<file path="src/rtl/riscv_bus_if.sv">
// Bus bundle between the RV32I core, the bus unit and external memory.
// The slave modport is the bus unit's view; master is the core/memory side.
`timescale 1ns/1ps
interface riscv_bus_if #(
   parameter int ADDR_WIDTH = 32
);
   logic                  if_req;
   logic [ADDR_WIDTH-1:0] if_addr;
   logic                  if_ready;
   logic [31:0]           if_rdata;
   logic                  if_err;

   logic                  ls_req;
   logic                  ls_we;
   logic [ADDR_WIDTH-1:0] ls_addr;
   logic [1:0]            ls_len;
   logic                  ls_sign;
   logic [31:0]           ls_wdata;
   logic                  ls_ready;
   logic [31:0]           ls_rdata;
   logic                  ls_err;

   logic                  mem_valid;
   logic                  mem_ready;
   logic                  mem_we;
   logic [ADDR_WIDTH-1:0] mem_addr;
   logic [3:0]            mem_wstrb;
   logic [31:0]           mem_wdata;
   logic [31:0]           mem_rdata;

   modport slave (
      input  if_req, if_addr,
      output if_ready, if_rdata, if_err,
      input  ls_req, ls_we, ls_addr, ls_len, ls_sign, ls_wdata,
      output ls_ready, ls_rdata, ls_err,
      output mem_valid, mem_we, mem_addr, mem_wstrb, mem_wdata,
      input  mem_ready, mem_rdata
   );

   modport master (
      output if_req, if_addr,
      input  if_ready, if_rdata, if_err,
      output ls_req, ls_we, ls_addr, ls_len, ls_sign, ls_wdata,
      input  ls_ready, ls_rdata, ls_err,
      input  mem_valid, mem_we, mem_addr, mem_wstrb, mem_wdata,
      output mem_ready, mem_rdata
   );
endinterface

</file>
<file path="src/rtl/riscv_bus_unit.sv">
// Fetch/load-store arbiter with valid/ready memory handshake, lane alignment and extension.
// Define BUS_TIMEOUT_EN to abort a transfer after TIMEOUT_CYCLES wait states.
`timescale 1ns/1ps
module riscv_bus_unit #(
   parameter int ADDR_WIDTH     = 32,
   parameter int TIMEOUT_CYCLES = 255
) (
   input logic        clk,
   input logic        reset,
   riscv_bus_if.slave bus
);

   // state  | meaning
   // S_IDLE | sample requests, load/store wins over fetch
   // S_BUSY | memory cycle outstanding, mem_* held until mem_ready
   // S_RESP | one-cycle ready pulse to the selected requester
   typedef enum logic [1:0] {S_IDLE, S_BUSY, S_RESP} state_e;

   state_e                state_q, state_d;
   logic                  src_ls_q, src_ls_d;
   logic                  we_q, we_d;
   logic                  sign_q, sign_d;
   logic [1:0]            len_q, len_d;
   logic [1:0]            lane_q, lane_d;
   logic                  mem_valid_q, mem_valid_d;
   logic                  mem_we_q, mem_we_d;
   logic [ADDR_WIDTH-1:0] mem_addr_q, mem_addr_d;
   logic [3:0]            mem_wstrb_q, mem_wstrb_d;
   logic [31:0]           mem_wdata_q, mem_wdata_d;
   logic [31:0]           rdata_q, rdata_d;
   logic                  err_q, err_d;

   logic                  ls_mis, if_mis;
   logic [3:0]            req_wstrb;
   logic [31:0]           req_wdata;
   logic [7:0]            byte_sel;
   logic [15:0]           half_sel;
   logic [31:0]           load_data;

`ifdef BUS_TIMEOUT_EN
   localparam int CNT_RAW = $clog2(TIMEOUT_CYCLES + 1);
   localparam int CNT_W   = (CNT_RAW < 8) ? 8 : ((CNT_RAW > 16) ? 16 : CNT_RAW);
   localparam logic [CNT_W-1:0] TO_LIMIT = CNT_W'(TIMEOUT_CYCLES);
   logic [CNT_W-1:0] cnt_q, cnt_d;
`endif

   assign ls_mis = ((bus.ls_len == 2'd1) && bus.ls_addr[0]) ||
                   (bus.ls_len[1] && (bus.ls_addr[1:0] != 2'b00));
   assign if_mis = (bus.if_addr[1:0] != 2'b00);

   always_comb begin
      req_wstrb = 4'b1111;
      req_wdata = bus.ls_wdata;
      case (bus.ls_len)
         2'd0: begin
            req_wstrb = 4'b0001 << bus.ls_addr[1:0];
            req_wdata = {4{bus.ls_wdata[7:0]}};
         end
         2'd1: begin
            req_wstrb = bus.ls_addr[1] ? 4'b1100 : 4'b0011;
            req_wdata = {2{bus.ls_wdata[15:0]}};
         end
         default: ;
      endcase
   end

   always_comb begin
      byte_sel = bus.mem_rdata[7:0];
      case (lane_q)
         2'd1:    byte_sel = bus.mem_rdata[15:8];
         2'd2:    byte_sel = bus.mem_rdata[23:16];
         2'd3:    byte_sel = bus.mem_rdata[31:24];
         default: ;
      endcase
      half_sel  = lane_q[1] ? bus.mem_rdata[31:16] : bus.mem_rdata[15:0];
      load_data = bus.mem_rdata;
      case (len_q)
         2'd0:    load_data = {{24{sign_q & byte_sel[7]}}, byte_sel};
         2'd1:    load_data = {{16{sign_q & half_sel[15]}}, half_sel};
         default: ;
      endcase
   end

   always_comb begin
      state_d     = state_q;
      src_ls_d    = src_ls_q;
      we_d        = we_q;
      sign_d      = sign_q;
      len_d       = len_q;
      lane_d      = lane_q;
      mem_valid_d = mem_valid_q;
      mem_we_d    = mem_we_q;
      mem_addr_d  = mem_addr_q;
      mem_wstrb_d = mem_wstrb_q;
      mem_wdata_d = mem_wdata_q;
      rdata_d     = rdata_q;
      err_d       = err_q;
`ifdef BUS_TIMEOUT_EN
      cnt_d       = cnt_q;
`endif
      case (state_q)
         S_IDLE: begin
            if (bus.ls_req) begin
               src_ls_d = 1'b1;
               we_d     = bus.ls_we;
               sign_d   = bus.ls_sign;
               len_d    = bus.ls_len;
               lane_d   = bus.ls_addr[1:0];
               rdata_d  = '0;
               err_d    = ls_mis;
               if (ls_mis) begin
                  state_d = S_RESP;
               end else begin
                  state_d     = S_BUSY;
                  mem_valid_d = 1'b1;
                  mem_we_d    = bus.ls_we;
                  mem_addr_d  = {bus.ls_addr[ADDR_WIDTH-1:2], 2'b00};
                  mem_wstrb_d = bus.ls_we ? req_wstrb : 4'b0000;
                  mem_wdata_d = bus.ls_we ? req_wdata : 32'd0;
               end
            end else if (bus.if_req) begin
               src_ls_d = 1'b0;
               we_d     = 1'b0;
               sign_d   = 1'b0;
               len_d    = 2'd2;
               lane_d   = bus.if_addr[1:0];
               rdata_d  = '0;
               err_d    = if_mis;
               if (if_mis) begin
                  state_d = S_RESP;
               end else begin
                  state_d     = S_BUSY;
                  mem_valid_d = 1'b1;
                  mem_we_d    = 1'b0;
                  mem_addr_d  = {bus.if_addr[ADDR_WIDTH-1:2], 2'b00};
                  mem_wstrb_d = 4'b0000;
                  mem_wdata_d = 32'd0;
               end
            end
`ifdef BUS_TIMEOUT_EN
            cnt_d = '0;
`endif
         end
         S_BUSY: begin
            // A completion in the same cycle as the wait limit takes precedence.
            if (mem_valid_q && bus.mem_ready) begin
               state_d     = S_RESP;
               rdata_d     = we_q ? 32'd0 : load_data;
               err_d       = 1'b0;
               mem_valid_d = 1'b0;
               mem_we_d    = 1'b0;
               mem_addr_d  = '0;
               mem_wstrb_d = 4'b0000;
               mem_wdata_d = 32'd0;
            end
`ifdef BUS_TIMEOUT_EN
            else if (cnt_q == TO_LIMIT) begin
               state_d     = S_RESP;
               rdata_d     = 32'd0;
               err_d       = 1'b1;
               mem_valid_d = 1'b0;
               mem_we_d    = 1'b0;
               mem_addr_d  = '0;
               mem_wstrb_d = 4'b0000;
               mem_wdata_d = 32'd0;
            end else begin
               cnt_d = cnt_q + 1'b1;
               if (cnt_d == TO_LIMIT) begin
                  mem_valid_d = 1'b0;
                  mem_we_d    = 1'b0;
                  mem_wstrb_d = 4'b0000;
               end
            end
`endif
         end
         S_RESP: begin
            state_d = S_IDLE;
         end
         default: begin
            state_d = S_IDLE;
         end
      endcase
   end

   always_ff @(posedge clk) begin
      if (reset) begin
         state_q     <= S_IDLE;
         src_ls_q    <= 1'b0;
         we_q        <= 1'b0;
         sign_q      <= 1'b0;
         len_q       <= 2'd0;
         lane_q      <= 2'd0;
         mem_valid_q <= 1'b0;
         mem_we_q    <= 1'b0;
         mem_addr_q  <= '0;
         mem_wstrb_q <= 4'b0000;
         mem_wdata_q <= 32'd0;
         rdata_q     <= 32'd0;
         err_q       <= 1'b0;
`ifdef BUS_TIMEOUT_EN
         cnt_q       <= '0;
`endif
      end else begin
         state_q     <= state_d;
         src_ls_q    <= src_ls_d;
         we_q        <= we_d;
         sign_q      <= sign_d;
         len_q       <= len_d;
         lane_q      <= lane_d;
         mem_valid_q <= mem_valid_d;
         mem_we_q    <= mem_we_d;
         mem_addr_q  <= mem_addr_d;
         mem_wstrb_q <= mem_wstrb_d;
         mem_wdata_q <= mem_wdata_d;
         rdata_q     <= rdata_d;
         err_q       <= err_d;
`ifdef BUS_TIMEOUT_EN
         cnt_q       <= cnt_d;
`endif
      end
   end

   logic resp_ls, resp_if;
   assign resp_ls = (state_q == S_RESP) && src_ls_q;
   assign resp_if = (state_q == S_RESP) && !src_ls_q;

   assign bus.ls_ready  = resp_ls;
   assign bus.ls_rdata  = resp_ls ? rdata_q : 32'd0;
   assign bus.ls_err    = resp_ls & err_q;
   assign bus.if_ready  = resp_if;
   assign bus.if_rdata  = resp_if ? rdata_q : 32'd0;
   assign bus.if_err    = resp_if & err_q;

   assign bus.mem_valid = mem_valid_q;
   assign bus.mem_we    = mem_we_q;
   assign bus.mem_addr  = mem_addr_q;
   assign bus.mem_wstrb = mem_wstrb_q;
   assign bus.mem_wdata = mem_wdata_q;

endmodule

</file>
<file path="src/flat_wrapper.sv">
// flat-port wrapper written by rule: the top's interface ports become plain ports
module riscv_bus_unit_flat 
#(
   parameter int ADDR_WIDTH     = 32,
   parameter int TIMEOUT_CYCLES = 255
)
  (clk, reset, bus_if_req, bus_if_addr, bus_if_ready, bus_if_rdata, bus_if_err, bus_ls_req, bus_ls_we, bus_ls_addr, bus_ls_len, bus_ls_sign, bus_ls_wdata, bus_ls_ready, bus_ls_rdata, bus_ls_err, bus_mem_valid, bus_mem_we, bus_mem_addr, bus_mem_wstrb, bus_mem_wdata, bus_mem_ready, bus_mem_rdata);
  riscv_bus_if #(.ADDR_WIDTH(ADDR_WIDTH)) bus_i ();
  input logic clk;
  input logic reset;
  input wire logic [$bits(bus_i.if_req)-1:0] bus_if_req;
  input wire logic [$bits(bus_i.if_addr)-1:0] bus_if_addr;
  output wire logic [$bits(bus_i.if_ready)-1:0] bus_if_ready;
  output wire logic [$bits(bus_i.if_rdata)-1:0] bus_if_rdata;
  output wire logic [$bits(bus_i.if_err)-1:0] bus_if_err;
  input wire logic [$bits(bus_i.ls_req)-1:0] bus_ls_req;
  input wire logic [$bits(bus_i.ls_we)-1:0] bus_ls_we;
  input wire logic [$bits(bus_i.ls_addr)-1:0] bus_ls_addr;
  input wire logic [$bits(bus_i.ls_len)-1:0] bus_ls_len;
  input wire logic [$bits(bus_i.ls_sign)-1:0] bus_ls_sign;
  input wire logic [$bits(bus_i.ls_wdata)-1:0] bus_ls_wdata;
  output wire logic [$bits(bus_i.ls_ready)-1:0] bus_ls_ready;
  output wire logic [$bits(bus_i.ls_rdata)-1:0] bus_ls_rdata;
  output wire logic [$bits(bus_i.ls_err)-1:0] bus_ls_err;
  output wire logic [$bits(bus_i.mem_valid)-1:0] bus_mem_valid;
  output wire logic [$bits(bus_i.mem_we)-1:0] bus_mem_we;
  output wire logic [$bits(bus_i.mem_addr)-1:0] bus_mem_addr;
  output wire logic [$bits(bus_i.mem_wstrb)-1:0] bus_mem_wstrb;
  output wire logic [$bits(bus_i.mem_wdata)-1:0] bus_mem_wdata;
  input wire logic [$bits(bus_i.mem_ready)-1:0] bus_mem_ready;
  input wire logic [$bits(bus_i.mem_rdata)-1:0] bus_mem_rdata;
  assign bus_i.if_req = bus_if_req;
  assign bus_i.if_addr = bus_if_addr;
  assign bus_if_ready = bus_i.if_ready;
  assign bus_if_rdata = bus_i.if_rdata;
  assign bus_if_err = bus_i.if_err;
  assign bus_i.ls_req = bus_ls_req;
  assign bus_i.ls_we = bus_ls_we;
  assign bus_i.ls_addr = bus_ls_addr;
  assign bus_i.ls_len = bus_ls_len;
  assign bus_i.ls_sign = bus_ls_sign;
  assign bus_i.ls_wdata = bus_ls_wdata;
  assign bus_ls_ready = bus_i.ls_ready;
  assign bus_ls_rdata = bus_i.ls_rdata;
  assign bus_ls_err = bus_i.ls_err;
  assign bus_mem_valid = bus_i.mem_valid;
  assign bus_mem_we = bus_i.mem_we;
  assign bus_mem_addr = bus_i.mem_addr;
  assign bus_mem_wstrb = bus_i.mem_wstrb;
  assign bus_mem_wdata = bus_i.mem_wdata;
  assign bus_i.mem_ready = bus_mem_ready;
  assign bus_i.mem_rdata = bus_mem_rdata;
  riscv_bus_unit #(.ADDR_WIDTH(ADDR_WIDTH), .TIMEOUT_CYCLES(TIMEOUT_CYCLES)) u_core (.clk(clk), .reset(reset), .bus(bus_i));
endmodule
</file>
<file path="config.mk">
export PLATFORM = sky130hd
export DESIGN_NAME = riscv_bus_unit_flat
export DESIGN_NICKNAME = d
export VERILOG_FILES = /design/src/rtl/riscv_bus_if.sv /design/src/rtl/riscv_bus_unit.sv /design/src/flat_wrapper.sv
export SDC_FILE = /design/constraint.sdc
export NUM_CORES = 1
export LEC_CHECK = 0
export CAP_MARGIN = 20
export CORE_MARGIN = 8
export CORE_UTILIZATION = 43
export DETAILED_ROUTE_END_ITERATION = 8
export MAX_ROUTING_LAYER = met4
export PLACE_DENSITY = 0.86
export SLEW_MARGIN = 25
export SYNTH_ARGS = -nofsm -noshare
export SYNTH_HDL_FRONTEND = slang
export SYNTH_SLANG_ARGS = --single-unit
</file>
<file path="constraint.sdc">
create_clock -name clk -period 4.4 [get_ports clk]
set_input_delay 0.44 -clock clk [delete_from_list [all_inputs] [get_ports clk]]
set_output_delay 0.44 -clock clk [all_outputs]
set_load 0.05 [all_outputs]
</file>
==> results.md <==
* Peak Freq at 0.359 GHz
* Vias per cell at roughly 5.3
* Routed WL at 18600 um
* Layout area overhead at 56.8%
* Worst slew pin tran at ~0.96 ns
* Root Buffer: clkbuf_16
* Yosys warnings at 0
* Crit path kind: flop to primary output
* Async S/R FF share, synth at 0%
* WP buf/inv at 3
* CTS resizes at 0
* Post-Syn Instances at 566
* Die ar. at between 0.015 and 0.02 sq mm
* Max-Cap Viols at 0
* Post-CTS setup buffer count at 0
* Synth area leader: dfxtp_1
* Initial Util at approximately 44%
* Cells after DPL at around 970
* Clk Latency, worst-skew pair at about 0.33 ns
* Data required time of the worst path at 3.96 ns
* Share of layout cells above drive strength 1 at between 5 and 6%
* Post-Syn Area at around 0.0053 sq mm
* Num CTS Buffers at 9
* Pwr dens at just over 300 mW/mm^2
* Final Hold Fails at 0
* Fill cell count at 960
* ANT cells at 0
* Number of flops mapped to enable cells by yosys at 0
* Vias in the first global route at roughly 5.5k
* Leakage power at 0.00316 uW
* Layout Nets at around 950
* Total global-route track usage at between 20% and 30%
* CP Launch Type: flop
* CP Capture Type: primary output
* Peak VDD IR at between 0.2 and 0.25 mV
* CTS tree: yes
* Sequential area share after synthesis at 41.3%
* Count of pins over their slew limit at 0
* Antenna-violating nets left at 0
* # rows at 40
* Critical path, cell by cell: inv_1 -> nor3b_2 -> buf_4 -> and2_1 -> clkdlybuf4s50_1
* Crit-path slowest cell: clkdlybuf4s50_1
* Iteration-0 DRC count of the detailed router at 333
* Routed length per instance at ~19 um
* Max incr delay on CP at 0.81 ns
* Critical path arrival at about 2.4 ns
* GPL Wtd Cong at about 0.86
* Fin crit period at roughly 2.8 ns
* Area of the core at approximately 0.012 sq mm
* Most used DFF post-synth: dfxtp_1
* DP HPWL at between 10000 and 15000 um
* Clock Path Buffers at 2
* Class of the tightest hold or removal check: flop to flop
* Final Skew at between 0.009 and 0.01 ns
* Max H-tree Level at 3
* Non-Filler Instances at 981
* GR Overflow Total at 0
* Pre-antenna DRT Iters at 4
* Synth Register Bits at 110
* Status: finished, final reports clean
* # setup viols final at 0
* Area contributors post-synth: dfxtp_1, mux2i_1, o2bb2ai_1, and2_1, o21ai_0
* Top Family by Delay on Critical Path: buffers and inverters
* Synth unique cells at 44
* Clock sink count at 110
* Initial antenna violation count at 0
* First-pass GRT wire length at between 20000 and 30000 um
* Worst-path clk slew at about 0.07 ns
* Post-CTS Hold Buffers at 0
* IO Pins at 275
* Largest net degree at the start of global routing at just under 70
* Synthesized area per cell at about 9.4 sq um
* Die extent in x at about 130 um
* Crit Path Max Fanout at 34
* Setup tns final at 0 ns
* Post-synth top area share at around two fifths
* Final worst-path cycle share at ~63%
* Port bufs at 272
* Remaining DRCs at 0
* DIE HEIGHT at 127 um
* Vias after detailed routing at between 5k and 6k
* Slew HR at between 30% and 40%
* Unrepaired setup endpoints after global routing: no
report_power, final:
group	total [uW]	switching, uW	internal [uW]
clock network	794	353	441
registers	1100	53.1	1050
logic	687	392	296
total	2580	798	1780
registers in the layout, indices dropped and copies added, names as in the netlist:
name and cells:
u_core.bus.mem_we 1, u_core.bus.mem_addr 30, u_core.lane_q 2, u_core.state_q 2, u_core.src_ls_q 1, u_core.bus.mem_wstrb 4, u_core.sign_q 1, u_core.bus.mem_wdata 32
u_core.len_q 2, u_core.err_q 1, u_core.rdata_q 32, u_core.bus.mem_valid 1, u_core.we_q 1
synth_stat cells, types with 8 or more instances:
library cell / n
dfxtp_1: 110
and2_1: 66
mux2i_1: 64
nand2_1: 52
o2bb2ai_1: 50
o21ai_0: 39
a21oi_1: 23
clkbuf_1: 23
nand2b_1: 19
a22o_1: 16
buf_2: 14
nor2_1: 13
a32o_1: 10
nor2b_1: 8
layout make-up:
class,count,area (sq um),area share (%)
Clock buffer,10,229,2.74
Tap cell,168,210,2.52
Inverter,5,18.8,0.225
Timing Repair Buffer,279,2770,33.2
Sequential cell,110,2200,26.4
Clock inverter,5,60.1,0.719
Multi-Input combinational cell,404,2860,34.3
worst register-to-register path: stages (launching register included):
cell and delay (ns):
dfxtp_1 0.85, mux4_2 0.65, nor3b_1 0.19, o21ai_2 0.47, o21ai_0 0.19
layer usage:
layer	track usage, %	routed length [um]
met4	6.58	402
met1	24.8	7720
met5	-	0
met3	6.45	1390
met2	38.6	9140
kinds of logic after synthesis:
kind of cell | Yosys count | synth area share [%]
flops | 110 | 41.3
compound gates | 157 | 21.4
other cells | 1 | 0.0704
buf+inv | 53 | 5.26
mux | 72 | 13.9
simple gates | 173 | 17.9
through the flow:
stage	util [%]	area, sq um	worst slack, ns	hold slack (ns)	power, uW
final	69.2	8350	1.61	0.461	2580
after global routing	69.2	8350	1.43	0.478	2690
after CTS	69.2	8350	1.59	0.461	2600
after detailed placement	66.8	8060	1.49	0.444	1810
after global placement	66.8	8060	1.60	0.443	1790
after floorplan	-	5330	1.92	0.430	1540
placed cells by master (no fill, tap or decap), types with 13 or more instances in the layout:
cell and count:
a21oi_1 23, a22o_1 16, and2_1 66, clkdlybuf4s50_1 271, dfxtp_1 110, mux2i_1 64, nand2_1 52, nand2b_1 19
nor2_1 13, o21ai_0 39, o2bb2ai_1 50
worst paths after layout:
kind / from / end / slack, ns / cells after the start
max: u_core.state_q[1]$_SDFFE_PP0P_ / bus_ls_rdata[25] / 1.61 / 5
min: u_core.rdata_q[27]$_SDFFE_PP0P_ / u_core.rdata_q[27]$_SDFFE_PP0P_ / 0.46 / 2
max reg2reg: u_core.lane_q[1]$_SDFFE_PP0P_ / u_core.rdata_q[26]$_SDFFE_PP0P_ / 1.92 / 4
min reg2reg: u_core.rdata_q[27]$_SDFFE_PP0P_ / u_core.rdata_q[27]$_SDFFE_PP0P_ / 0.46 / 2
No activity file was read; power rests on OpenSTA's default activity.
